[src/rtl/serial_subtractor_if.sv]
// serial_subtractor_if: request/result bundle for the bit-serial subtractor (overflow present under SERIAL_SUB_OVF_EN)
interface serial_subtractor_if #(parameter int WIDTH = 8);
  logic start;
  logic [WIDTH-1:0] a;
  logic [WIDTH-1:0] b;
  logic busy;
  logic done;
  logic [WIDTH-1:0] diff;
  logic borrow;
`ifdef SERIAL_SUB_OVF_EN
  logic overflow;
  modport master(output start, a, b, input busy, done, diff, borrow, overflow);
  modport slave(input start, a, b, output busy, done, diff, borrow, overflow);
`else
  modport master(output start, a, b, input busy, done, diff, borrow);
  modport slave(input start, a, b, output busy, done, diff, borrow);
`endif
endinterface

[src/rtl/serial_subtractor.sv]
// serial_subtractor: LSB-first bit-serial a - b with borrow out; signed overflow flag under SERIAL_SUB_OVF_EN
module serial_subtractor #(
  parameter int WIDTH = 8
) (
  input logic clk,
  input logic rst,
  serial_subtractor_if.slave bus
);
  localparam int CW = $clog2(WIDTH);
  typedef enum logic [1:0] {IDLE, RUN, DONE} state_t;
  state_t st;
  logic [WIDTH-1:0] sa;
  logic [WIDTH-1:0] sb;
  logic [WIDTH-2:0] res;
  logic [WIDTH-1:0] nres;
  logic [CW-1:0] cnt;
  logic br;
  logic d;
  logic brn;
  logic last;
  // one full-subtractor bit slice on the current operand LSBs
  always_comb begin
    d = sa[0] ^ sb[0] ^ br;
    brn = (~sa[0] & sb[0]) | (~(sa[0] ^ sb[0]) & br);
    nres = {d, res};
    last = cnt == CW'(WIDTH - 1);
  end
  // FSM with registered busy/done and result capture on DONE entry
  always_ff @(posedge clk) begin
    if (rst) begin
      st <= IDLE;
      sa <= '0;
      sb <= '0;
      res <= '0;
      br <= 1'b0;
      cnt <= '0;
      bus.busy <= 1'b0;
      bus.done <= 1'b0;
      bus.diff <= '0;
      bus.borrow <= 1'b0;
`ifdef SERIAL_SUB_OVF_EN
      bus.overflow <= 1'b0;
`endif
    end else if (st != RUN) begin
      bus.done <= 1'b0;
      if (bus.start) begin
        st <= RUN;
        sa <= bus.a;
        sb <= bus.b;
        br <= 1'b0;
        cnt <= '0;
        bus.busy <= 1'b1;
      end else begin
        st <= IDLE;
        bus.busy <= 1'b0;
      end
    end else begin
      sa <= sa >> 1;
      sb <= sb >> 1;
      res <= nres[WIDTH-1:1];
      br <= brn;
      cnt <= cnt + 1'b1;
      if (last) begin
        st <= DONE;
        bus.busy <= 1'b0;
        bus.done <= 1'b1;
        bus.diff <= nres;
        bus.borrow <= brn;
`ifdef SERIAL_SUB_OVF_EN
        bus.overflow <= (sa[0] ^ sb[0]) & (d ^ sa[0]);
`endif
      end
    end
  end
endmodule

[src/flat_wrapper.sv]
// flat-port wrapper written by rule: the top's interface ports become plain ports
module serial_subtractor_flat 
#(
  parameter int WIDTH = 8
)
  (clk, rst, bus_start, bus_a, bus_b, bus_busy, bus_done, bus_diff, bus_borrow);
  serial_subtractor_if #(.WIDTH(WIDTH)) bus_i ();
  input logic clk;
  input logic rst;
  input wire logic [$bits(bus_i.start)-1:0] bus_start;
  input wire logic [$bits(bus_i.a)-1:0] bus_a;
  input wire logic [$bits(bus_i.b)-1:0] bus_b;
  output wire logic [$bits(bus_i.busy)-1:0] bus_busy;
  output wire logic [$bits(bus_i.done)-1:0] bus_done;
  output wire logic [$bits(bus_i.diff)-1:0] bus_diff;
  output wire logic [$bits(bus_i.borrow)-1:0] bus_borrow;
  assign bus_i.start = bus_start;
  assign bus_i.a = bus_a;
  assign bus_i.b = bus_b;
  assign bus_busy = bus_i.busy;
  assign bus_done = bus_i.done;
  assign bus_diff = bus_i.diff;
  assign bus_borrow = bus_i.borrow;
  serial_subtractor #(.WIDTH(WIDTH)) u_core (.clk(clk), .rst(rst), .bus(bus_i));
endmodule
[config.mk]
export PLATFORM = sky130hd
export DESIGN_NAME = serial_subtractor_flat
export DESIGN_NICKNAME = d
export VERILOG_FILES = /design/src/rtl/serial_subtractor_if.sv /design/src/rtl/serial_subtractor.sv /design/src/flat_wrapper.sv
export SDC_FILE = /design/constraint.sdc
export NUM_CORES = 1
export LEC_CHECK = 0
export CORE_UTILIZATION = 40
export CTS_CLUSTER_SIZE = 20
export DETAILED_ROUTE_END_ITERATION = 7
export PLACE_DENSITY = 0.64
export SYNTH_ARGS = -nofsm -noshare
export SYNTH_HDL_FRONTEND = slang
export SYNTH_SLANG_ARGS = --single-unit
[constraint.sdc]
create_clock -name clk -period 1.15 [get_ports clk]
set_input_delay 0.23 -clock clk [delete_from_list [all_inputs] [get_ports clk]]
set_output_delay 0.23 -clock clk [all_outputs]
set_load 0.02 [all_outputs]
After elaboration in Yosys (flattened, before gate mapping)
Cells that the tools add are included.

Bits in registers: 40. Latch bits: 0. RAM bits: 0. Memory bits (read-only): 0. Word-level logic and storage cells: 42. Memories kept: 0.

Add/sub/neg operators: 1. Multipliers: 0. Div/mod/pow operators: 0. Magnitude comparators: 0. Equal/unequal tests: 3. Shifts and indexed selects: 0. Muxes and demuxes: 14. Bitwise gates (word level): 8. Reductions and logical operators: 4.

Operator list (count): $mux 7 (4); $mux 1 (6); $mux 3 (2); $mux 2 (2); $reduce_or 2->1 (2); $add 3x1->3 const B (1); $eq 3x3->1 const B (1); $not 1->1 (3); $and 1x1->1 (2); $ne 2x1->1 const B (1); $ne 2x2->1 const B (1); $reduce_and 2->1 (1); $reduce_bool 2->1 (1); $xor 1x1->1 (2); $or 1x1->1 (1).

Longest topological paths before layout
Gate-level depths: netlist (run 1).

Word-level depth: 5. Depth in mapped cells: 6. Gate-level depth less buffers: 5.

Least setup slack after synthesis (run 1)
OpenSTA, ideal clock, no wires.

Path type: flip-flop to flip-flop. Start point: register u_core.cnt[0]. End point: register u_core.bus.borrow. Setup time: 0.146 ns. Data arrival time: 1.122 ns. Required time: 1.004 ns. Setup slack: -0.118 ns. Stages on the path, launching flop included: 7. Path buffers: 1. Clock period less this slack: 1.268 ns. Cell sequence: dfxtp_1 > ha_1 > ha_1 > and3b_1 > buf_4 > nor2_2 > a211oi_2.

Word-level cells in the longest chain between the ends: 2.

RTL lines: start, declared (RTL line serial_subtractor.sv:16) `logic [CW-1:0] cnt;`; start signal, assigned (RTL line serial_subtractor.sv:62) `cnt <= cnt + 1'b1;`; $eq 3x3->1 (RTL line serial_subtractor.sv:26) `last = cnt == CW'(WIDTH - 1);`; $reduce_and 2->1 (no line); end signal, assigned (RTL line serial_subtractor.sv:68) `bus.borrow <= brn;`; end, declared (RTL line serial_subtractor_if.sv:16) `modport slave(input start, a, b, output busy, done, diff, borrow);`.

Every way passes these cells. A chain may end at the register's enable or synchronous reset.

Worst setup path after layout (run 1)
Start point: register u_core.cnt[1]. End point: register u_core.bus.diff[4].

Word-level cells in the longest chain between the ends: 2.

RTL lines: $eq 3x3->1 (RTL line serial_subtractor.sv:26); $reduce_and 2->1 (no line); end signal, assigned (RTL line serial_subtractor.sv:67) `bus.diff <= nres;`; end, declared (RTL line serial_subtractor_if.sv:16).

Every way passes these cells.

==> results by group, run 1 <==
Critical path
  – Crit path capture type: flip-flop
  – Critical path fanouts, max: 5
  – R2r setup slk: -0.06 ns
  – Reg2reg start: u_core.cnt[1]
  – CP Data Required Time: approximately 1.4 ns
  – CP Class: reg -> reg
  – CP Launch Point: u_core.cnt[1]
  – Reg2reg path depth: 5
  – Data arrival, critical path: 1.44 ns
  – Startpoint types: flip-flop
  – Reg-to-reg endpoint: u_core.bus.diff[4]

STA
  – RSZ-0062 raised after global routing: yes
  – Max transition margin: roughly 84%
  – Crit share post-route: 105%
  – Slew Viols, Final: 0
  – Tightest hold margin: 0.426 ns
  – # setup viols final: 17
  – Final hold violations: 0
  – Setup WS post-layout: -0.0580 ns
  – Setup Skew: ~0.0054 ns
  – Fin crit period: approximately 1.2 ns
  – Least-Margin Pin Slew: 0.236 ns
  – FMAX: 828 MHz

Final layout
  – # diodes: 0
  – Layout cells sized above 1: between 40% and 50%
  – Final cell count without fillers: 270
  – Synth-to-layout area growth: 52.8%
  – Most common cell after layout, fill and taps aside: dfxtp_1
  – Most frequent cells in the layout: dfxtp_1 (34), nand2_1 (30), clkdlybuf4s50_1 (17)
  – Nets: 243
  – Final core occ: between 60% and 70%
  – Final Cell Area: between 0.002 and 0.003 sq mm

Logic synthesis
  – Async SR Flop Fraction: 0%
  – Number of flops mapped to enable cells by yosys: 0
  – Area fraction of the dominant cell type after synthesis: ~47%
  – Dominant synthesized flop cell: dfxtp_1
  – Post-Syn Nets: roughly 190
  – Top cells by area, synth: dfxtp_1 (47%), a211oi_2 (11%), mux2i_1 (9.7%)
  – Average size of a mapped cell: roughly 9.7 sq um
  – Post-Synthesis Cell Area: around 0.0017 sq mm
  – Register area share after synthesis: between 40 and 50%
  – Yosys synthesis warning count: 0
  – Synth unique cells: 23
  – Yosys top cell by area: dfxtp_1
  – Mapped Cells: 170
  – Flop and latch count out of synthesis: 39

Global routing
  – GRT Resource Usage Total: 18.7%
  – First-pass GRT wire length: between 6000 and 7000 microns
  – Largest net degree at the start of global routing: 24
  – Vias in the first global route: between 1,000 and 1,500
  – Initial antenna violation count: 0
  – Grt ovf: 0

Clocking
  – Worst-path clk slew: about 0.070 ns
  – CTS tree: done
  – CTS max path bufs: 2
  – Htree depth: 2
  – Root Driver: clkbuf_8
  – Cts bufs inserted: 5
  – Clock latency on the worst-skew pair: 0.29 ns
  – TritonCTS sink count: 39

Power
  – Total power: 0.00330 W
  – VDD IR max: 651 uV
  – LEAKAGE: 0.983 nW
  – Power Dens Cells: approximately 1300 mW/mm^2

Outcome
  – Outcome: finished with violations
  – Violated checks: setup timing

Placement
  – Dpl cells: ~250
  – DP Area: approximately 0.0022 sq mm
  – Post-DP HPWL: roughly 2300 microns
  – GP Congestion: around 0.7
  – Port Buffers: 29

Routing
  – Met3 Wirelength: between 150 and 200 microns
  – First-pass iteration count of the detailed router: 4
  – Via total after detailed routing: ~1,400
  – Vias per cell: 5.10
  – DRC violations left: 0
  – 1st-iter DRT viols: 85
  – Wire length on met2: 1710 microns
  – Uppermost layer routed: met4
  – Metal-1 WL: between 1500 and 2000 microns
  – Final ANT Viol Nets: 0
  – WL/cell: around 14 microns
  – Final Routed Wirelength: about 3800 microns

Die
  – # IOs: 30
  – Die X: ~66 microns
  – Core area: 0.00380 sq mm
  – Site Rows: 22
  – Die area: 0.00439 sq mm
  – Die span in y: around 66 microns
  – Starting Density: between 40% and 50%

Hold path
  – Hold Startpoint: bus_start
  – Hold WC Path Type: in -> reg
  – Hold path depth: 4
  – Hold EP: u_core.br

Flow run
  – Max-cap violation count: 0
==> where the power goes <==
part	internal [W]	switching [W]	total (W)	leakage [nW]
combinational	0.000273	0.000221	0.000494	0.597
sequential	0.00141	0.0000434	0.00145	0.321
clock	0.000867	0.000488	0.00136	0.0654
==> worst max-delay path by stage <==
stage	slack (ns)	depth (start not counted)	end
after detailed placement	-0.28	4	u_core.br
after floorplan	-0.02	6	u_core.bus.borrow
after CTS	-0.05	4	u_core.bus.diff[7]
final	-0.06	5	u_core.bus.diff[4]
after global placement	-0.25	4	u_core.br
after global routing	-0.09	4	u_core.bus.diff[7]
==> area by class of cell <==
| cell class | count | area (sq um) |
|---|---|---|
| Clock inverter | 2 | 60.1 |
| Sequential cell | 39 | 787 |
| Timing Repair Buffer | 55 | 581 |
| Tap cell | 48 | 60.1 |
| Fill cell | 294 | 1270 |
| Multi-Input combinational cell | 118 | 956 |
| Inverter | 2 | 7.51 |
| Clock buffer | 6 | 72.6 |
==> per-layer routing <==
metal	vias to the layer above	GRT usage (%)
met5	-	0
met4	0	7.18
met3	9	4.66
met2	33	28.6
met1	652	25.3
li1	683	-
==> per-stage QoR <==
step / setup slack, ns / TNS (ns)
final: -0.0580 / -0.400
after global routing: -0.0890 / -1.44
after CTS: -0.0475 / -0.469
after detailed placement: -0.282 / -5.54
after global placement: -0.247 / -4.96
after floorplan: -0.0195 / -0.0195
==> worst max-delay path: stages (launching register included) <==
cell,delay (ns)
dfxtp_2,0.36
ha_4,0.14
ha_4,0.14
and3b_2,0.28
nand2_1,0.09
a21oi_2,0.13
==> repair_timing <==
action | CTS | global route
setup buffers | 5 | 2
cloned | 2 | 3
hold buffers | 0 | 0
endpoints found under the setup margin | 36 | 42
resized for setup | 42 | 50
pin swaps | 19 | 25
==> state kept, by name, summed over array words and instances, names as in the netlist <==
name	flops
u_core.br	1
u_core.bus.borrow	1
u_core.bus.busy	1
u_core.bus.diff	8
u_core.bus.done	1
u_core.cnt	3
u_core.res	7
u_core.sa	8
u_core.sb	8
u_core.st	1
==> cell families after synthesis <==
group	after synthesis	share of synthesized area (%)
compound gates	35	17.4
fa+ha+maj	3	2.73
buf+inv	14	5.08
flops	39	47.3
mux	16	9.70
simple gates	63	17.8
==> synth_stat cells (3+ instances only) <==
| library cell | count |
|---|---|
| dfxtp_1 | 39 |
| nand2_1 | 32 |
| a21oi_1 | 19 |
| mux2i_1 | 16 |
| nor2_1 | 16 |
| a211oi_2 | 15 |
| buf_4 | 5 |
| buf_2 | 4 |
| nand3b_1 | 4 |
| nor3_1 | 3 |
Power figures use the tool's default switching activity.
==> inputs of run 2 (changes only) <==
--- a/config.mk
+++ b/config.mk
@@ -8,7 +8,7 @@
 export CORE_UTILIZATION = 40
 export CTS_CLUSTER_SIZE = 20
 export DETAILED_ROUTE_END_ITERATION = 7
-export PLACE_DENSITY = 0.64
+export PLACE_DENSITY = 0.62
 export SYNTH_ARGS = -nofsm -noshare
 export SYNTH_HDL_FRONTEND = slang
 export SYNTH_SLANG_ARGS = --single-unit
==> constraint.sdc (replaced) <==
create_clock -name clk -period 1.3 [get_ports clk]
set_input_delay 0.26 -clock clk [delete_from_list [all_inputs] [get_ports clk]]
set_output_delay 0.26 -clock clk [all_outputs]
set_load 0.02 [all_outputs]
==> run 2 against run 1 <==
The flow now finishes without violations. Sequential power shrank 12%. Power is 16% lower. Hold slack better by 0.025 ns. Utilization down 8.6 points. Global-route usage decreased by 2.8 points. Critical path depth stayed put. Routed wire length is 18% lower. Fmax fell by 2.7%. Sequential share of layout area grew 4.4 points. Count of clock-buffer cells in the layout did not move. Worst setup slack gained 0.12 ns.
==> results by group, run 2 (same netlist as run 1, synthesis figures left out) <==
Power
  – Total power: 0.00276 W (-16%)
  – Int Pwr: 0.00218 W (-15%)
  – LEAKAGE: 0.865 nW (-12%)
  – Power Dens Cells: 1260 mW/mm^2 (-4.0%)
  – Seq pwr share: 46.0% (+2.0 points)
  – Net Sw Frac: 21.1% (-1.7 points)
  – Switching pwr: 0.000582 W (-23%)
  – Gate power share: 11.5% (-3.5 points)
  – Clk pwr share: 42.5% (+1.4 points)
  – VDD IR max: 796 uV (+22%)

Global routing
  – Largest net degree at the start of global routing: 25 (+4.2%)
  – First-pass GRT wire length: 5180 microns (-15%)
  – Initial antenna violation count: 0 (unchanged)
  – GRT Resource Usage Total: 16.0% (-2.8 points)
  – Grt ovf: 0 (unchanged)
  – Vias in the first global route: 1,176 (-10%)

Critical path
  – Reg2reg path depth: 5 (unchanged)
  – Crit path capture type: flip-flop
  – Slowest stage cell on the critical path: dfxtp_1
  – CP Data Required Time: 1.52 ns (+0.14 ns)
  – CP Cell Sequence: ha_2 -> ha_4 -> and3b_2 -> nor2_2 -> a211oi_2
  – CP Class: reg -> reg
  – CP top delay family: adder cells
  – Startpoint types: flip-flop
  – Critical path fanouts, max: 5 (unchanged)
  – Data arrival, critical path: 1.46 ns (+0.02 ns)
  – CP Depth: 5 (unchanged)
  – Max incr delay on CP: 0.34 ns (-0.02 ns)
  – Buf/Inv on CP: 0 (unchanged)

Final layout
  – Final cell count without fillers: 253 (-6.3%)
  – # diodes: 0 (unchanged)
  – Final Cell Area: 0.00220 sq mm (-13%)
  – Layout cells sized above 1: 19.5% (-26 points)
  – Most common cell after layout, fill and taps aside: dfxtp_1
  – Largest registers: u_core.bus.diff: 8 flops, u_core.sa: 8 flops, u_core.sb: 8 flops
  – Synth-to-layout area growth: 33.1%
  – Nets: 226 (-7.0%)
  – Most frequent cells in the layout: dfxtp_1 (38), nand2_1 (32), a21oi_1 (18), clkdlybuf4s50_1 (18)

Die
  – Die area: 0.00439 sq mm (unchanged)
  – # IOs: 30 (unchanged)
  – Starting Density: 43.5% (unchanged)
  – Site Rows: 22 (unchanged)
  – Core area: 0.00380 sq mm (unchanged)
  – Die span in y: 66.3 microns (unchanged)
  – Die X: 66.3 microns (unchanged)

Placement
  – Post-DP HPWL: 2100 microns (-7.6%)
  – DP Area: 0.00204 sq mm (-5.6%)
  – Port Buffers: 29 (unchanged)
  – Dpl cells: 243 (-4.0%)
  – GP Congestion: 0.669 (-5.1%)

STA
  – Setup Skew: 0.00601 ns (+0.000663 ns)
  – FMAX: 806 MHz (-2.7%)
  – RSZ-0062 raised after global routing: no
  – Least-Margin Pin Slew: 0.341 ns (+0.106 ns)
  – Final hold violations: 0 (unchanged)
  – Slew Viols, Final: 0 (unchanged)
  – Fin crit period: 1.24 ns (+0.0334 ns)
  – Crit share post-route: 95.5% (-9.6 points)
  – Tightest hold margin: 0.451 ns (+0.0251 ns)
  – Max transition margin: 77.2% (-6.6 points)
  – # setup viols final: 0 (-17)

Clocking
  – Worst-path clk slew: 0.07 ns (about the same)
  – Cts bufs inserted: 5 (unchanged)
  – Root Driver: clkbuf_8
  – # hold bufs at CTS: 0 (unchanged)
  – TritonCTS sink count: 39 (unchanged)
  – CTS tree: done
  – Htree depth: 2 (unchanged)
  – Clock latency on the worst-skew pair: 0.29 ns (about the same)
  – CTS max path bufs: 2 (unchanged)

Flow run
  – Max-cap violation count: 0 (unchanged)

Routing
  – 1st-iter DRT viols: 44 (-48%)
  – First-pass iteration count of the detailed router: 4 (unchanged)
  – Vias per cell: 5.01 (-1.8%)
  – WL/cell: 12.5 microns (-12%)
  – Final ANT Viol Nets: 0 (unchanged)
  – Via total after detailed routing: 1,267 (-8.0%)
  – DRC violations left: 0 (unchanged)
  – Final Routed Wirelength: 3160 microns (-18%)

Hold path
  – Hold WC Path Type: reg -> reg
  – Hold path depth: 2 (-2)

Outcome
  – Outcome: finished clean
run 2: tightest hold or removal path, cell delays in order, from the launching register on:
cell and delay (ns):
dfxtp_1 0.31, nand2_1 0.05, a21oi_1 0.05
run 2: routing by layer:
layer	vias up	part of all wire, %	GRT usage, %
met5	-	0	0
met2	29	46	25.9
met4	0	1.5	6.91
met3	6	5.1	5.17
li1	647	-	-
met1	585	48	19.1
run 2: layout make-up:
cell class | count | area [sq um]
inverters | 2 | 7.51
well taps | 48 | 60.1
fillers | 337 | 1600
clock inverters | 2 | 60.1
repair buffers | 38 | 399
multi-input cells | 118 | 817
clock buffers | 6 | 72.6
flip-flops and latches | 39 | 782
run 2: timing repair:
| item | 4_1_cts | 5_1_grt |
|---|---|---|
| resized for setup | 14 | 6 |
| pin swaps | 1 | 3 |
| gates cloned | 1 | 0 |
| setup buffers | 0 | 1 |
| endpoints found under the setup margin | 20 | 10 |
| hold endpoints to repair | 0 | 0 |
run 2: metrics by stage:
stage	util (%)	worst slack [ns]	setup TNS (ns)
2_1_floorplan	-	0.0319	0
3_3_place_gp	53.6	-0.139	-2.33
3_5_place_dp	53.6	-0.166	-3.23
4_1_cts	57.1	0.00804	0
5_1_grt	57.9	0.00479	0
6_report	57.9	0.0586	0
run 2: path summary, 6_finish.rpt:
| kind | startpoint | to | slack (ns) |
|---|---|---|---|
| max | u_core.cnt[1] | u_core.bus.borrow | 0.06 |
| min | u_core.bus.diff[5] | u_core.bus.diff[5] | 0.45 |
| max reg2reg | u_core.cnt[1] | u_core.bus.borrow | 0.06 |
| min reg2reg | u_core.bus.diff[5] | u_core.bus.diff[5] | 0.45 |
run 2: power by group through the flow:
| stage | Clock (W) | Combinational [W] | Sequential, W |
|---|---|---|---|
| final | 0.00117 | 0.000318 | 0.00127 |
| after floorplan | 0 | 0.000202 | 0.00130 |
| after global placement | 0 | 0.000310 | 0.00130 |
| after detailed placement | 0 | 0.000317 | 0.00130 |
| after CTS | 0.00119 | 0.000318 | 0.00127 |
| after global routing | 0.00125 | 0.000346 | 0.00128 |
==> inputs of run 3 (changes only) <==
--- a/config.mk
+++ b/config.mk
@@ -8,7 +8,8 @@
 export CORE_UTILIZATION = 40
 export CTS_CLUSTER_SIZE = 20
 export DETAILED_ROUTE_END_ITERATION = 7
-export PLACE_DENSITY = 0.62
+export PLACE_DENSITY_LB_ADDON = 0.15
 export SYNTH_ARGS = -nofsm -noshare
 export SYNTH_HDL_FRONTEND = slang
 export SYNTH_SLANG_ARGS = --single-unit
+export TNS_END_PERCENT = 5
==> run 3 against run 2 <==
Combinational power about the same. Largest cell class unchanged. Final cell count is 0.40% higher. Sequential power is essentially flat. Critical endpoint unchanged. Sequential share of layout area up 0.75 points.
==> results by group, run 3 (same netlist as run 1, synthesis figures left out) <==
Outcome
  – Outcome: finished clean

Critical path
  – Slowest stage cell on the critical path: dfxtp_2
  – Reg2reg path depth: 5 (unchanged)
  – CP top delay family: adder cells
  – CP Data Required Time: 1.52 ns (about the same)
  – Max incr delay on CP: 0.34 ns (about the same)
  – Startpoint types: flip-flop
  – Crit path capture type: flip-flop
  – Data arrival, critical path: 1.46 ns (about the same)
  – CP Depth: 5 (unchanged)
  – Buf/Inv on CP: 0 (unchanged)
  – CP Class: reg -> reg
  – Critical path fanouts, max: 5 (unchanged)
  – CP Cell Sequence: ha_2 -> ha_4 -> and3b_2 -> nor2_2 -> a211oi_2

STA
  – Least-Margin Pin Slew: 0.274 ns (-0.0674 ns)
  – Max transition margin: 81.7% (+4.5 points)
  – Setup Skew: 0.00625 ns (+0.000241 ns)
  – Final hold violations: 0 (unchanged)
  – Crit share post-route: 95.8% (+0.27 points)
  – Final setup TNS: 0 ns (unchanged)
  – FMAX: 803 MHz (-0.28%)
  – # setup viols final: 0 (unchanged)
  – Slew Viols, Final: 0 (unchanged)
  – Fin crit period: 1.24 ns (+0.00346 ns)
  – RSZ-0062 raised after global routing: no

Power
  – Int Pwr: 0.00179 W (-18%)
  – Net Sw Frac: 24.3% (+3.3 points)
  – Power Dens Cells: 1100 mW/mm^2 (-13%)
  – Switching pwr: 0.000576 W (-1.0%)
  – Gate power share: 13.5% (+2.0 points)
  – VDD IR max: 704 uV (-12%)
  – Clk pwr share: 32.7% (-9.8 points)
  – Seq pwr share: 53.8% (+7.8 points)
  – LEAKAGE: 0.851 nW (-1.6%)

Die
  – Core area: 0.00380 sq mm (unchanged)
  – Die span in y: 66.3 microns (unchanged)
  – Die area: 0.00439 sq mm (unchanged)
  – Site Rows: 22 (unchanged)
  – Die X: 66.3 microns (unchanged)
  – Starting Density: 43.5% (unchanged)
  – # IOs: 30 (unchanged)

Global routing
  – Initial antenna violation count: 0 (unchanged)
  – Largest net degree at the start of global routing: 40 (+60%)
  – Vias in the first global route: 1,219 (+3.7%)
  – GRT Resource Usage Total: 16.4% (+0.40 points)
  – Grt ovf: 0 (unchanged)
  – First-pass GRT wire length: 5410 microns (+4.4%)

Routing
  – Via total after detailed routing: 1,268 (+0.079%)
  – WL/cell: 12.5 microns (-0.14%)
  – Final Routed Wirelength: 3160 microns (+0.25%)
  – First-pass iteration count of the detailed router: 4 (unchanged)
  – 1st-iter DRT viols: 46 (+4.5%)
  – DRC violations left: 0 (unchanged)
  – Vias per cell: 4.99 (-0.32%)
  – Final ANT Viol Nets: 0 (unchanged)

Clocking
  – Clock latency on the worst-skew pair: 0.29 ns (about the same)
  – Htree depth: 2 (unchanged)
  – CTS tree: done
  – Cts bufs inserted: 5 (unchanged)
  – Root Driver: clkbuf_8
  – CTS max path bufs: 2 (unchanged)
  – Worst-path clk slew: 0.07 ns (about the same)
  – TritonCTS sink count: 39 (unchanged)

Flow run
  – Max-cap violation count: 0 (unchanged)

Final layout
  – Nets: 227 (+0.44%)
  – Most frequent cells in the layout: dfxtp_1 (36), nand2_1 (32), clkdlybuf4s50_1 (18)
  – Synth-to-layout area growth: 30.8%
  – Most common cell after layout, fill and taps aside: dfxtp_1
  – Final core occ: 56.9% (-1.0 points)
  – Layout cells sized above 1: 20.9% (+1.4 points)
  – Largest registers: u_core.bus.diff: 8 flops, u_core.sa: 8 flops, u_core.sb: 8 flops
  – Final Cell Area: 0.00216 sq mm (-1.8%)
  – # diodes: 0 (unchanged)

Hold path
  – Hold path depth: 2 (unchanged)
  – Hold WC Path Type: reg -> reg

Placement
  – GP Congestion: 0.669 (about the same)
  – Port Buffers: 29 (unchanged)
  – Post-DP HPWL: 2050 microns (-2.5%)
  – DP Area: 0.00204 sq mm (+0.37%)
## run 3: cell count changes in the layout (fill, tap and decap cells not counted), sizes merged
cell and delta:
clkinv +1, clkdlybuf4s15 -1, buf +1, bufinv -2, clkbuf +1, dlygate4sd2 +1
## run 3: repair_timing
action,in CTS,in global routing
cloned,0,1
gates resized for setup,14,8
endpoints found under the setup margin,20,10
buffers inserted,0,1
hold buffers,0,0
pin swaps,0,2
## run 3: power groups by stage
stage / combinational [W] / sequential, W / clock (W)
after detailed placement: 0.000322 / 0.00130 / 0
after global placement: 0.000315 / 0.00130 / 0
after CTS: 0.000322 / 0.00127 / 0.000796
after global routing: 0.000350 / 0.00128 / 0.000850
after floorplan: 0.000202 / 0.00130 / 0
final: 0.000319 / 0.00127 / 0.000775
## run 3: worst paths after layout
check | startpoint | to | slack [ns]
hold / removal | u_core.bus.diff[5] | u_core.bus.diff[5] | 0.45
setup / recovery | u_core.cnt[0] | u_core.bus.borrow | 0.06
hold reg to reg | u_core.bus.diff[5] | u_core.bus.diff[5] | 0.45
setup reg to reg | u_core.cnt[0] | u_core.bus.borrow | 0.06
## run 3: tightest hold or removal path: cells and delay by family (launching register included)
family             cells  cell delay, ns
AOI/OAI and AO/OA      1            0.05
DFF                    1            0.31
and+or+nand+nor        1            0.05
## run 3: cell type report
cell class | count | area, sq um
clock buffer | 7 | 76.3
clock inverter | 1 | 5.00
fill | 334 | 1640
inverter | 2 | 7.51
multi-input combinational | 118 | 821
sequential | 39 | 785
tap | 48 | 60.1
timing repair buffer | 39 | 405
## run 3: per-stage QoR
| step | hold WS (ns) | power [W] | worst slack, ns | instances |
|---|---|---|---|---|
| 2_1_floorplan | 0.432 | 0.00150 | 0.0319 | 170 |
| 3_3_place_gp | 0.443 | 0.00161 | -0.138 | 244 |
| 3_5_place_dp | 0.448 | 0.00162 | -0.168 | 244 |
| 4_1_cts | 0.455 | 0.00239 | -0.0274 | 252 |
| 5_1_grt | 0.464 | 0.00248 | 0.00340 | 254 |
| 6_report | 0.452 | 0.00237 | 0.0551 | 254 |
## run 3: metal layers
metal	track usage [%]	vias to the layer above	share of wire [%]
met5	0	-	0
met3	4.31	4	5.0
li1	-	649	-
met4	5.59	0	0.60
met1	19.3	589	48
met2	28.4	26	47
==> patch 1, RTL diff (config.mk and constraints of run 2) <==
Encoding of `state_t`: now one-hot (3 bits for 3 states).
--- a/src/rtl/serial_subtractor.sv
+++ b/src/rtl/serial_subtractor.sv
@@ -7,7 +7,7 @@
   serial_subtractor_if.slave bus
 );
   localparam int CW = $clog2(WIDTH);
-  typedef enum logic [1:0] {IDLE, RUN, DONE} state_t;
+  typedef enum logic [2:0] {IDLE = 3'b001, RUN = 3'b010, DONE = 3'b100} state_t;
   state_t st;
   logic [WIDTH-1:0] sa;
   logic [WIDTH-1:0] sb;
Check against the original RTL: same outputs for any inputs over 10 cycles, from zero or initial values and one cycle with rst high; not proved beyond that.
==> patch 1 against run 2 <==
- combinational power is 10% lower
- core utilization decreased by 1.3 points
- final area up 6.6%
- total power shrank 12%
- die area grew 8.1%
- synthesized area is 8.3% higher
- sequential cell count rose by 1
- critical path depth shrank 2
- clock skew down 0.0018 ns
- setup slack lost 0.024 ns
- first-iteration DRC count fell by 14%
- routed wire length up 21%
- critical path type unchanged
==> patch 1: results (changes against run 2) <==
.. list-table::
   :header-rows: 1

   * - Metric
     - Value
   * - Placed wire-length estimate
     - 2.71 mm (+29%)
   * - Fin nets
     - 221 (-2.2%)
   * - Total placed cells including tap cells
     - 241 (-0.82%)
   * - Number of instances in the synthesized netlist
     - 162 (-4.7%)
   * - Startpoint of the worst register-to-register path
     - u_core.bus.busy
   * - Sequential cell area fraction in the yosys report
     - 44.8% (-2.5 points)
   * - Status
     - finished clean
   * - Path depth of the worst reg2reg path
     - 3 (-2)
   * - Count of fill cells added during filler insertion
     - 358 (+6.2%)
   * - Number of vias in the routed layout
     - 1333 (+5.2%)
   * - Worst clock skew
     - 0.00426 ns (-0.00175 ns)
   * - Largest net degree at the start of global routing
     - 19 (-24%)
   * - Via density per instance
     - 5.33 (+6.5%)
   * - Total routing usage reported by global routing
     - 18.3% (+2.3 points)
   * - Endpoint of the worst-slack reg-to-reg timing path
     - u_core.sb[4]
   * - Routability Congestion
     - 0.732 (+9.4%)
   * - Number of nets in the synthesized netlist
     - 184 (-4.2%)
   * - Synth area leaders
     - sky130_fd_sc_hd__dfxtp_1, sky130_fd_sc_hd__mux2i_1, sky130_fd_sc_hd__nor4b_1
   * - Commonest cells in the synthesized netlist
     - sky130_fd_sc_hd__dfxtp_1, sky130_fd_sc_hd__mux2i_1, sky130_fd_sc_hd__nand2b_1
   * - Detailed router's first-iteration violation count
     - 38 (-14%)
   * - Maximum fanout along the worst path
     - 9 (+4)
   * - Total wire length after detailed routing
     - 3.82 mm (+21%)
   * - Leak pwr
     - 0.985 nW (+14%)
   * - Yosys cell types
     - 22 (-4.3%)
   * - Slowest stage cell, crit path
     - sky130_fd_sc_hd__or3b_4
## patch 1: changes by cell type in the layout (fill, tap and decap cells not counted), sizes merged, moves of 8 or more
cell and delta:
nor2 -15, buf +8, nand2b +16, nor4b +14
a21oi -19, mux2i +19, nand2 -32
## patch 1: area by class of cell
class | count | area (sq um) | area share (%)
tap | 50 | 62.6 | 2.67
multi-input combinational | 103 | 940 | 40.1
inverter | 3 | 11.3 | 0.481
timing repair buffer | 46 | 433 | 18.5
clock buffer | 8 | 90.1 | 3.84
sequential | 40 | 807 | 34.4
## patch 1: logic make-up after synthesis
group,count (synthesis),share of synthesized area [%]
flip-flops,40,44.8
adder cells (fa/ha/maj),3,2.52
AO/OA/AOI/OAI,16,6.71
buffers and inverters,19,5.87
AND/OR/NAND/NOR,48,19.9
multiplexers,36,20.2
## patch 1: critical path, delay by kind of cell, from the launching register on
| kind | cells | cell delay, ns |
|---|---|---|
| DFF | 1 | 0.38 |
| AOI/OAI and AO/OA | 1 | 0.22 |
| and+or+nand+nor | 1 | 0.39 |
| buffers and inverters | 1 | 0.19 |
## patch 1: layer usage
layer	wire (um)	vias up	global-route usage, %
met2	1800	25	30.0
met1	1800	647	22.1
met5	0	-	0
met3	167	5	3.95
li1	-	656	-
met4	53	0	9.95
## patch 1: timing repair
item,4_1_cts,5_1_grt
gates resized for setup,14,9
hold buffers,0,0
pin swaps,1,1
buffers inserted,0,1
setup endpoints to repair,20,21
## patch 1: worst min path at each step
stage / from / end / slack (ns) / cells past startpoint
final: u_core.bus.diff[0] / u_core.bus.diff[0] / 0.48 / 2
after global routing: u_core.bus.borrow / u_core.bus.borrow / 0.49 / 2
after CTS: u_core.bus.borrow / u_core.bus.borrow / 0.48 / 2
after detailed placement: u_core.bus.borrow / u_core.bus.borrow / 0.47 / 2
after global placement: u_core.bus.diff[6] / u_core.bus.diff[6] / 0.46 / 2
after floorplan: bus_start / u_core.br / 0.45 / 2
## patch 1: metrics by stage
| stage | utilization (%) | instance area (sq um) | power (mW) | hold slack [ns] | setup slack, ns |
|---|---|---|---|---|---|
| after global placement | 53.4 | 2210 | 1.59 | 0.464 | -0.230 |
| final | 56.6 | 2340 | 2.43 | 0.477 | 0.0347 |
| after global routing | 56.6 | 2340 | 2.53 | 0.491 | -0.00566 |
| after detailed placement | 53.4 | 2210 | 1.59 | 0.472 | -0.301 |
| after CTS | 55.4 | 2300 | 2.44 | 0.479 | 0.00512 |
| after floorplan | - | 1810 | 1.48 | 0.450 | -0.0108 |
==> patch 2, RTL diff (settings of run 2) <==
Made on the original files. `WIDTH` is set to 8 in 3 places; all go to 16.
--- a/src/rtl/serial_subtractor_if.sv
+++ b/src/rtl/serial_subtractor_if.sv
@@ -1,5 +1,5 @@
 // serial_subtractor_if: request/result bundle for the bit-serial subtractor (overflow present under SERIAL_SUB_OVF_EN)
-interface serial_subtractor_if #(parameter int WIDTH = 8);
+interface serial_subtractor_if #(parameter int WIDTH = 16);
   logic start;
   logic [WIDTH-1:0] a;
   logic [WIDTH-1:0] b;
--- a/src/rtl/serial_subtractor.sv
+++ b/src/rtl/serial_subtractor.sv
@@ -1,6 +1,6 @@
 // serial_subtractor: LSB-first bit-serial a - b with borrow out; signed overflow flag under SERIAL_SUB_OVF_EN
 module serial_subtractor #(
-  parameter int WIDTH = 8
+  parameter int WIDTH = 16
 ) (
   input logic clk,
   input logic rst,
--- a/src/flat_wrapper.sv
+++ b/src/flat_wrapper.sv
@@ -1,7 +1,7 @@
 // flat-port wrapper written by rule: the top's interface ports become plain ports
 module serial_subtractor_flat 
 #(
-  parameter int WIDTH = 8
+  parameter int WIDTH = 16
 )
   (clk, rst, bus_start, bus_a, bus_b, bus_busy, bus_done, bus_diff, bus_borrow);
   serial_subtractor_if #(.WIDTH(WIDTH)) bus_i ();
Ports: changed (resized bus_a, bus_b and bus_diff); port bits go from 30 to 54. The function was not compared with the original's and may differ.
==> patch 2 against run 2 <==
- sequential power is 86% higher
- synthesized cell count rose by 87%
- routed wire length grew 88%
- setup slack got worse by 0.012 ns
- final area is 78% higher
- synthesized area is 85% higher
- total power rose by 67%
- sequential cell count rose by 33
- core utilization decreased by 4.3 points
- highest routed layer unchanged
==> patch 2: results (changes against run 2) <==
.. list-table::
   :header-rows: 1

   * - Metric
     - Value
   * - Largest net degree at the start of global routing
     - 47 (+88%)
   * - Number of instances in the synthesized netlist
     - 318 (+87%)
   * - Total routing usage reported by global routing
     - 16.3% (+0.36 points)
   * - Compound-cell area share of the yosys netlist
     - 11.4% (-6.1 points)
   * - Class of the most critical hold timing path
     - input port to flip-flop
   * - Crit path DAT
     - 1.53 ns (+0.07 ns)
   * - Slowest stage cell, crit path
     - sky130_fd_sc_hd__dfxtp_2
   * - GR Layer Usage met2
     - 26.6% (+0.76 points)
   * - Number of nets in the synthesized netlist
     - 355 (+85%)
   * - Worst clock skew
     - 0.0100 ns (+0.00401 ns)
   * - Number of global-route vias before repair
     - 2175 (+85%)
   * - Cell-internal power
     - 3.46 mW (+59%)
   * - Largest registers ranked by flip-flop count
     - u_core.bus.diff x16, u_core.sa x16, u_core.sb x16
   * - Count of fill cells added during filler insertion
     - 699 (+110%)
   * - Clock latency at the later pin of the worst-skew pair
     - 0.35 ns (+0.06 ns)
   * - Placed cell area
     - 3720 sq um (+83%)
   * - Routability Congestion
     - 0.685 (+2.4%)
   * - Pwr/cell area
     - 1180 nW/um^2 (-6.1%)
   * - Placed wire-length estimate
     - 3.80 mm (+81%)
   * - Status
     - finished clean
   * - Fraction of met1 tracks used by global routing
     - 19.5% (+0.37 points)
   * - Number of port buffers
     - 53 (+83%)
   * - Via density per instance
     - 4.85 (-3.1%)
   * - Fin nets
     - 411 (+82%)
   * - Commonest cells in the synthesized netlist
     - sky130_fd_sc_hd__dfxtp_1, sky130_fd_sc_hd__mux2i_1, sky130_fd_sc_hd__nand2b_1
   * - Transition at the pin with the smallest max-transition slack
     - 0.365 ns (+0.0237 ns)
   * - Startpoint of the lowest-slack hold path
     - rst
   * - Fraction of final layout cells with drive strength greater than 1
     - 15.8% (-3.7 points)
   * - Post-synthesis adder-cell area fraction
     - 1.07% (-1.7 points)
   * - Met3 track demand over resource
     - 6.09% (+0.92 points)
   * - Endpoint of the worst-slack reg-to-reg timing path
     - u_core.bus.diff[5]
==> patch 2: per-stage QoR <==
stage	hold WS (ns)	worst slack, ns	power, mW	utilization [%]	TNS (ns)
3_3_place_gp	0.451	0.0872	2.91	51.0	0
4_1_cts	0.297	0.000538	4.69	53.6	0
6_report	0.318	0.0468	4.61	53.6	0
5_1_grt	0.324	-0.0360	4.84	53.6	-0.170
2_1_floorplan	0.437	0.00157	2.72	-	0
3_5_place_dp	0.457	0.0576	2.91	51.0	0
==> patch 2: metal layers <==
layer,vias to the layer above,wire [um]
met2,50,2720
li1,1204,-
met4,0,99
met1,1053,2820
met5,-,0
met3,12,292
==> patch 2: cell type report <==
| class | instances | area share (%) |
|---|---|---|
| clock buffer | 9 | 3.17 |
| tap | 99 | 3.17 |
| inverter | 3 | 0.288 |
| timing repair buffer | 70 | 17.0 |
| multi-input combinational | 218 | 37.5 |
| clock inverter | 7 | 1.86 |
| sequential | 72 | 37.0 |
